[config.mk]
export PLATFORM = sky130hd
export DESIGN_NAME = imem_boot_loader_flat
export DESIGN_NICKNAME = d
export VERILOG_FILES = /design/src/rtl/boot_pkg.sv /design/src/rtl/imem_boot_loader_if.sv /design/src/rtl/boot_word_assembler.sv /design/src/rtl/imem_boot_loader.sv /design/src/flat_wrapper.sv
export SDC_FILE = /design/constraint.sdc
export NUM_CORES = 1
export LEC_CHECK = 0
export BUFFER_PORTS_ARGS = -buffer_cell sky130_fd_sc_hd__buf_2
export CAP_MARGIN = 10
export CELL_PAD_IN_SITES_DETAIL_PLACEMENT = 1
export CELL_PAD_IN_SITES_GLOBAL_PLACEMENT = 1
export CORE_MARGIN = 2
export CORE_UTILIZATION = 44
export CTS_CLUSTER_SIZE = 30
export DETAILED_ROUTE_END_ITERATION = 12
export GPL_ROUTABILITY_DRIVEN = 0
export PLACE_DENSITY = 0.91
export RECOVER_POWER = 25
export SLEW_MARGIN = 20
export SYNTH_ARGS = -nofsm -noshare
export SYNTH_HDL_FRONTEND = slang
export SYNTH_SLANG_ARGS = --single-unit
export TNS_END_PERCENT = 30
[constraint.sdc]
create_clock -name clock -period 2.5 [get_ports clock]
set_input_delay 0.125 -clock clock [delete_from_list [all_inputs] [get_ports clock]]
set_output_delay 0.125 -clock clock [all_outputs]
set_load 0.01 [all_outputs]
[src/rtl/boot_pkg.sv]
// Shared types and framing constants for the instruction-memory boot loader.
package boot_pkg;

  typedef enum logic [2:0] {
    LEN_HI,
    LEN_LO,
    DATA,
    CSUM,
    DONE,
    ERR
  } state_t;

  localparam int unsigned HDR_BYTES      = 2;
  localparam int unsigned BYTES_PER_WORD = 4;

endpackage

[src/rtl/imem_boot_loader_if.sv]
// Byte-stream receive channel plus instruction-memory write port of the boot loader.
interface imem_boot_loader_if #(
  parameter int unsigned ADDR_W = 32
);

  logic [7:0]        rx_data;
  logic              rx_valid;
  logic              rx_ready;
  logic              imem_we;
  logic [ADDR_W-1:0] imem_addr;
  logic [31:0]       imem_wdata;

  modport master (
    input  rx_data, rx_valid,
    output rx_ready, imem_we, imem_addr, imem_wdata
  );

  modport slave (
    output rx_data, rx_valid,
    input  rx_ready, imem_we, imem_addr, imem_wdata
  );

endinterface

[src/rtl/boot_word_assembler.sv]
// Packs a big-endian byte stream into words; word_valid flags the byte that completes one.
module boot_word_assembler
  import boot_pkg::*;
(
  input  logic                        clock,
  input  logic                        reset_n,
  input  logic                        byte_en,
  input  logic [7:0]                  byte_in,
  output logic [8*BYTES_PER_WORD-1:0] word,
  output logic                        word_valid
);

  localparam int unsigned CNT_W = $clog2(BYTES_PER_WORD);

  logic [8*BYTES_PER_WORD-1:0] shift_q;
  logic [CNT_W-1:0]            byte_cnt;

  // Word is presented combinationally so the parent can register the write on the same edge.
  assign word       = {shift_q[8*BYTES_PER_WORD-9:0], byte_in};
  assign word_valid = byte_en && (byte_cnt == CNT_W'(BYTES_PER_WORD - 1));

  always_ff @(posedge clock or negedge reset_n) begin
    if (!reset_n) begin
      shift_q  <= '0;
      byte_cnt <= '0;
    end else if (byte_en) begin
      shift_q  <= word;
      byte_cnt <= byte_cnt + CNT_W'(1);
    end
  end

endmodule

[src/rtl/imem_boot_loader.sv]
// Receives a length-prefixed program image, writes it into instruction memory,
// verifies the XOR checksum and releases the core reset on success.
module imem_boot_loader
  import boot_pkg::*;
#(
  parameter int unsigned       IMEM_WORDS = 64,
  parameter int unsigned       ADDR_W     = 32,
  parameter logic [ADDR_W-1:0] BASE_ADDR  = '0
) (
  input  logic                 clock,
  input  logic                 reset_n,
  imem_boot_loader_if.master   bus,
  output logic                 cpu_reset_n,
  output logic                 boot_done,
  output logic                 boot_error
);

  localparam int unsigned IDX_W = $clog2(IMEM_WORDS + 1);
  localparam int unsigned LEN_W = 8 * HDR_BYTES;

  state_t            state;
  logic [7:0]        len_hi;
  logic [LEN_W-1:0]  len;
  logic [IDX_W-1:0]  word_idx;
  logic [7:0]        csum;

  logic              xfer;
  logic              byte_en;
  logic [LEN_W-1:0]  hdr_len;
  logic              last_word;
  logic [31:0]       word;
  logic              word_valid;

  assign xfer      = bus.rx_valid & bus.rx_ready;
  assign byte_en   = xfer && (state == DATA);
  assign hdr_len   = LEN_W'({len_hi, bus.rx_data});
  assign last_word = (LEN_W'(word_idx) == len - LEN_W'(1));

  boot_word_assembler u_word_asm (
    .clock      (clock),
    .reset_n    (reset_n),
    .byte_en    (byte_en),
    .byte_in    (bus.rx_data),
    .word       (word),
    .word_valid (word_valid)
  );

  always_ff @(posedge clock or negedge reset_n) begin
    if (!reset_n) begin
      state          <= LEN_HI;
      len_hi         <= '0;
      len            <= '0;
      word_idx       <= '0;
      csum           <= '0;
      bus.rx_ready   <= 1'b0;
      bus.imem_we    <= 1'b0;
      bus.imem_addr  <= BASE_ADDR;
      bus.imem_wdata <= '0;
      cpu_reset_n    <= 1'b0;
      boot_done      <= 1'b0;
      boot_error     <= 1'b0;
    end else begin
      bus.imem_we <= 1'b0;
      // Write is issued the cycle after the completing byte; address/data then hold.
      if (word_valid) begin
        bus.imem_we    <= 1'b1;
        bus.imem_addr  <= BASE_ADDR + ADDR_W'(word_idx) * ADDR_W'(BYTES_PER_WORD);
        bus.imem_wdata <= word;
      end

      unique case (state)
        LEN_HI: begin
          bus.rx_ready <= 1'b1;
          if (xfer) begin
            len_hi <= bus.rx_data;
            state  <= LEN_LO;
          end
        end
        LEN_LO: begin
          if (xfer) begin
            len <= hdr_len;
            if (hdr_len > LEN_W'(IMEM_WORDS)) begin
              state        <= ERR;
              bus.rx_ready <= 1'b0;
              boot_error   <= 1'b1;
            end else if (hdr_len == '0) begin
              state <= CSUM;
            end else begin
              state <= DATA;
            end
          end
        end
        DATA: begin
          if (xfer) begin
            csum <= csum ^ bus.rx_data;
            if (word_valid) begin
              word_idx <= word_idx + IDX_W'(1);
              if (last_word) state <= CSUM;
            end
          end
        end
        CSUM: begin
          if (xfer) begin
            bus.rx_ready <= 1'b0;
            if (bus.rx_data == csum) begin
              state       <= DONE;
              boot_done   <= 1'b1;
              cpu_reset_n <= 1'b1;
            end else begin
              state      <= ERR;
              boot_error <= 1'b1;
            end
          end
        end
        DONE, ERR: begin
          bus.rx_ready <= 1'b0;
        end
        default: begin
          state        <= ERR;
          bus.rx_ready <= 1'b0;
          boot_error   <= 1'b1;
        end
      endcase
    end
  end

endmodule
[src/flat_wrapper.sv]
// flat-port wrapper written by rule: the top's interface ports become plain ports
module imem_boot_loader_flat import boot_pkg::*;
#(
  parameter int unsigned       IMEM_WORDS = 64,
  parameter int unsigned       ADDR_W     = 32,
  parameter logic [ADDR_W-1:0] BASE_ADDR  = '0
)
  (clock, reset_n, cpu_reset_n, boot_done, boot_error, bus_rx_data, bus_rx_valid, bus_rx_ready, bus_imem_we, bus_imem_addr, bus_imem_wdata);
  imem_boot_loader_if #(.ADDR_W(ADDR_W)) bus_i ();
  input  logic clock;
  input  logic reset_n;
  output logic cpu_reset_n;
  output logic boot_done;
  output logic boot_error;
  input wire logic [$bits(bus_i.rx_data)-1:0] bus_rx_data;
  input wire logic [$bits(bus_i.rx_valid)-1:0] bus_rx_valid;
  output wire logic [$bits(bus_i.rx_ready)-1:0] bus_rx_ready;
  output wire logic [$bits(bus_i.imem_we)-1:0] bus_imem_we;
  output wire logic [$bits(bus_i.imem_addr)-1:0] bus_imem_addr;
  output wire logic [$bits(bus_i.imem_wdata)-1:0] bus_imem_wdata;
  assign bus_i.rx_data = bus_rx_data;
  assign bus_i.rx_valid = bus_rx_valid;
  assign bus_rx_ready = bus_i.rx_ready;
  assign bus_imem_we = bus_i.imem_we;
  assign bus_imem_addr = bus_i.imem_addr;
  assign bus_imem_wdata = bus_i.imem_wdata;
  imem_boot_loader #(.IMEM_WORDS(IMEM_WORDS), .ADDR_W(ADDR_W), .BASE_ADDR(BASE_ADDR)) u_core (.clock(clock), .reset_n(reset_n), .bus(bus_i), .cpu_reset_n(cpu_reset_n), .boot_done(boot_done), .boot_error(boot_error));
endmodule
# Yosys cells after proc, flatten, opt, wreduce, memory -nomap -nowiden
# Cells that the tools add are included.
# W data, S select, Z words.
# classes
eq_ne	16
addsub	3
n_bitwise	5
mux	20
n_lt_le_gt_ge	1
reduce_logical	14
# ops
op	n
$mux W3	7
$eq A7 B16 Y1	1
$gt A16 B7 Y1 const B	1
$logic_not A16 Y1	1
$sub A16 B1 Y16 const B	1
$pmux W3 S5	1
$ne A2 B1 Y1 const B	6
$mux W1	10
$eq A8 B8 Y1	1
$xor A8 B8 Y8	1
$add A7 B1 Y7 const B	1
$reduce_and A7 Y1	1
$eq A3 B2 Y1 const B	2
$eq A3 B3 Y1 const B	2
$reduce_and A2 Y1	3
$reduce_and A3 Y1	2
$reduce_and A5 Y1	1
$ne A2 B2 Y1 const B	2
$pmux W1 S4	1
$reduce_and A4 Y1	1
$reduce_or A4 Y1	1
$eq A3 B1 Y1 const B	1
$logic_not A3 Y1	1
$not A1 Y1	3
other kinds (6)	7
# totals
out_inout_bits	69
input_bits	11
regBits	111

# Depth between registers and ports, before layout
# logic_depth
ltp_word	6
ltp_mapped	8
depth_no_buf	8

# By module
# From an unflattened synthesis, not the netlist that was laid out.
# hier_totals
cells_unflattened	405
hier_area_um2	5217.5
# modules_own_cells
mod	area_each_um2	n_inst	seq_area_each_um2	cells_per_inst
imem_boot_loader	4078.9	1	2127.0	340
boot_word_assembler	1138.6	1	650.6	65

# Worst setup path before layout
# No wires, ideal clock.
# synth_path
path_kind	reg2reg
startpoint	reg u_core.len[7]
endpoint	reg u_core.state[0]
arrival_ps	1910
path_stages_with_launch	7
setup_slack_ps	498
setup_time_ps	92
synth_period_minus_slack_ps	2002
path_cell_list	dfrtp_1 -> or3_1 -> or4_4 -> or2_4 -> nor4_2 -> o21ai_1 -> o31ai_2
# synth_via
elab_chain_len	4
# synth_lines
item	line	rtl
from (decl)	imem_boot_loader.sv:23	logic [LEN_W-1:0] len;
from (signal assigned)	imem_boot_loader.sv:81	len <= hdr_len;
$sub A16 B1 Y16	imem_boot_loader.sv:37	assign last_word = (LEN_W'(word_idx) == len - LEN_W'(1));
$eq A7 B16 Y1	imem_boot_loader.sv:37	
$ne A2 B1 Y1 (no line)	--	
$reduce_and A7 Y1 (no line)	--	
to (signal assigned)	imem_boot_loader.sv:50	state <= LEN_HI;
to (signal assigned)	imem_boot_loader.sv:76	state <= LEN_LO;
to (signal assigned)	imem_boot_loader.sv:83	state <= ERR;
to (decl)	imem_boot_loader.sv:21	state_t state;
# Every way passes these cells.
# A chain may end at the register's enable or synchronous reset.

# Final worst setup path
# Ends and elaborated chain as after synthesis.

==> results.tsv <==
stage	metric	value	unit
floorplanning	Ports	80	
logic_synthesis	Cells after Synth	486	
clock_tree	clock sinks	111	
timing	final hold slack	0.107	ns
worst_setup_path	reg2reg path depth	6	
timing	post-route minimum period	2.17	ns
clock_tree	number of buffers created by CTS	9	
logic_synthesis	Cell Area, Synth	4980	µm²
worst_setup_path	R2R Path Start	u_core.len[7]$_DFFE_PN0P_	
timing	final hold viol count	0	
logic_synthesis	register area share after synthesis	0.558	
power_and_ir_drop	Gate power share	0.196	
floorplanning	DIE AREA	12200	µm²
worst_setup_path	reg2reg setup slack	0.33	ns
global_route	global route hottest layer	met2	
cells_and_area	antenna cells	0	
clock_tree	CTS H-tree lvls	3	
timing	period utilisation layout	0.866	
timing	Fin Setup TNS	0	ns
logic_synthesis	Post-synth ARST share	1.00	
logic_synthesis	Mapped Avg Cell Area	10.2	µm²
worst_setup_path	Required @ worst endpoint	2.76	ns
timing	Setup Viol. Count Final	0	
power_and_ir_drop	switch share	0.325	
detailed_routing	post-route DRC violation count	0	
logic_synthesis	ys flop type	dfrtp_1	
global_route	vias in the first global route	4004	
power_and_ir_drop	Leak	2.93	nW
detailed_routing	Antenna Nets Post-Route	0	
clock_tree	cts repair resizes	0	
timing	RSZ-0062 raised after global routing	false	
floorplanning	Die Ht	110	µm
worst_setup_path	CP endpoint kind	register	
global_route	first-pass GRT wire length	20700	µm
clock_tree	Worst-path clk slew	0.08	ns
global_route	largest net degree at the start of global routing	60	
logic_synthesis	top cell type's share of synthesized area	0.558	
power_and_ir_drop	Max VDD drop	0.000398	V
global_route	GRT overflow	0	
place	Inst Count DP	663	
global_route	met2 usage	0.404	
global_route	grt met3 use	0.0453	
worst_hold_path	Hold Crit Endpoint	u_core.bus.imem_wdata[1]$_DFFE_PN0P_	
clock_tree	Root Driver	clkbuf_16	
detailed_routing	Initial DRC Count	142	
cells_and_area	Final Core Density	0.511	
detailed_routing	first-pass detailed-route iteration total	4	
floorplanning	Die W	110	µm
floorplanning	core area	10900	µm²
global_route	Total GRT Usage	0.227	
worst_setup_path	Critical Path AT	2.43	ns
logic_synthesis	Yosys cell types	46	
clock_tree	CTS tree	done	
floorplanning	effective utilization at floorplan	0.455	
timing	Least-Margin Pin Slew	1.49	ns
worst_setup_path	CP startpoint kind	register	
logic_synthesis	top cells by area, synth	dfrtp_1 56%, nand2_1 12%, mux2_2 8.6%	
cells_and_area	fin nets	549	
power_and_ir_drop	Sequential Power Share	0.495	
power_and_ir_drop	Clk pwr share	0.309	
detailed_routing	DR vias	3684	
power_and_ir_drop	Power Internal	3.13	mW
clock_tree	Skew-Pair Late Insertion Delay	0.36	ns
power_and_ir_drop	PD cells	831	nW/µm²
logic_synthesis	YS warnings	0	
cells_and_area	Finished Layout Cells	680	
power_and_ir_drop	Psw	1.51	mW
run_status	violated checks	capacitance limit	
global_route	initial antenna violation count	0	
global_route	GRT met1 Usage	0.275	
worst_setup_path	worst r2r dst	u_core.state[0]$_DFFE_PN0P_	
cells_and_area	layout cell share with drive strength beyond 1	0.202	
detailed_routing	Avg WL per Cell	18.6	µm
floorplanning	num rows	38	
worst_setup_path	Setup CP Type	reg2reg	
logic_synthesis	Commonest cells post-synth	163 x nand2_1, 111 x dfrtp_1, 38 x mux2_2	
timing	fmax	462	MHz
place	DP HPWL	8570	µm
place	Port Buffer Count	54	
worst_hold_path	Worst Hold Class	in2reg	
timing	clk_skew	0.00947	ns
timing	Worst slew margin	0.00546	
worst_setup_path	Critical Path Fanout Max	5	
detailed_routing	Routed Wire Length	12600	µm
run	Max-Cap Viols	1	
timing	Max Slew Vio Count	0	
cells_and_area	area delta synth->final	12.2	%
worst_hold_path	Worst Hold Depth	2	
logic_synthesis	top cell type by total area after synthesis	dfrtp_1	
worst_hold_path	Hold Startpoint	bus_rx_data[1]	
logic_synthesis	most frequent cell after synthesis	nand2_1	
run_status	status	finished with violations	
clock_tree	clock buffer depth	2	
logic_synthesis	EDFF count, synth	0	
logic_synthesis	FF+latch count, synth	111	
detailed_routing	vias per cell	5.42	
routing by layer:
| metal | share of wire | up-vias |
|---|---|---|
| li1 | - | 1650 |
| met1 | 0.41 | 1916 |
| met2 | 0.53 | 92 |
| met3 | 0.036 | 26 |
| met4 | 0.022 | 0 |
| met5 | 0 | - |
registers in the layout (all words and copies together) (netlist names):
register / flops
u_core.csum: 8
u_core.bus.imem_wdata: 32
u_core.len_hi: 8
u_core.state: 3
u_core.u_word_asm.shift_q: 24
u_core.bus.rx_ready: 1
u_core.word_idx: 7
u_core.cpu_reset_n: 1
u_core.len: 16
u_core.bus.imem_addr: 7
u_core.bus.imem_we: 1
u_core.boot_error: 1
u_core.u_word_asm.byte_cnt: 2
layout by cell type (no fill, tap or decap), types with 2 or more instances in the layout:
master and n:
a21oi_1 4, a31oi_1 2, and3_1 5, buf_2 38, buf_4 5, clkbuf_1 15, clkbuf_16 9, clkinv_8 2
conb_1 25, dfrtp_1 111, ha_1 3, inv_1 3, inv_2 2, inv_6 4, mux2_2 38, nand2_1 163
nand3_1 6, nand4_1 5, nor2_1 13, nor3_1 10, nor4_1 6, o21ai_0 5, o21bai_1 2, o22ai_1 2
or3_1 4, or4_1 2, xnor2_1 22, xor2_1 10
power groups by stage:
stage | Clock (mW) | Combinational (mW) | Sequential, mW
after floorplan | 0 | 0.763 | 2.17
after global placement | 0 | 0.825 | 2.27
after detailed placement | 0 | 0.895 | 2.31
after CTS | 1.46 | 0.908 | 2.29
after global routing | 1.54 | 0.988 | 2.33
final | 1.43 | 0.911 | 2.30
critical path, cell delays in order (launching register included):
cell	delay, ns
dfrtp_1	0.42
or3_1	0.41
or4_4	0.44
or2_4	0.26
nor4_2	0.22
o21ai_1	0.11
o31ai_2	0.22
repair_timing:
item                      4_1_cts  5_1_grt
hold endpoints to repair       57        0
buffers inserted                0        0
hold buffers                    1        0
layout make-up:
class                           count  area, µm²
Fill cell                        1264       5350
Sequential cell                   111       2780
Multi-Input combinational cell    347       2000
Timing Repair Buffer               61        319
Clock buffer                        9        225
Tap cell                          140        175
Clock inverter                      7       75.1
Inverter                            5       18.8
stage by stage:
stage	power (mW)	setup WS (ns)	cell area [µm²]
final	4.64	0.334	5590
after global routing	4.86	0.175	5590
after CTS	4.66	0.335	5610
after detailed placement	3.21	0.359	5300
after global placement	3.10	0.450	5300
after floorplan	2.94	0.498	5070
how the worst max path moves through the flow:
stage	startpoint	endpoint	cells after the start
6_report	u_core.len[7]$_DFFE_PN0P_	u_core.state[0]$_DFFE_PN0P_	6
5_1_grt	u_core.len[0]$_DFFE_PN0P_	u_core.state[0]$_DFFE_PN0P_	8
4_1_cts	u_core.len[0]$_DFFE_PN0P_	u_core.state[0]$_DFFE_PN0P_	8
3_5_place_dp	u_core.len[7]$_DFFE_PN0P_	u_core.state[0]$_DFFE_PN0P_	6
3_3_place_gp	u_core.len[7]$_DFFE_PN0P_	u_core.state[0]$_DFFE_PN0P_	6
2_1_floorplan	u_core.len[7]$_DFFE_PN0P_	u_core.state[0]$_DFFE_PN0P_	6
cells by family after synthesis:
| group | after synthesis | synth area share |
|---|---|---|
| DFF | 111 | 0.558 |
| and+or+nand+nor | 223 | 0.197 |
| xor gates and xnor gates | 32 | 0.0563 |
| muxes | 39 | 0.0879 |
| buffers and inverters | 52 | 0.0595 |
| AOI/OAI and AO/OA | 25 | 0.0337 |
| adders and majority gates | 3 | 0.00754 |
| other | 1 | 0.000753 |
No activity file was read; power rests on OpenSTA's default activity.
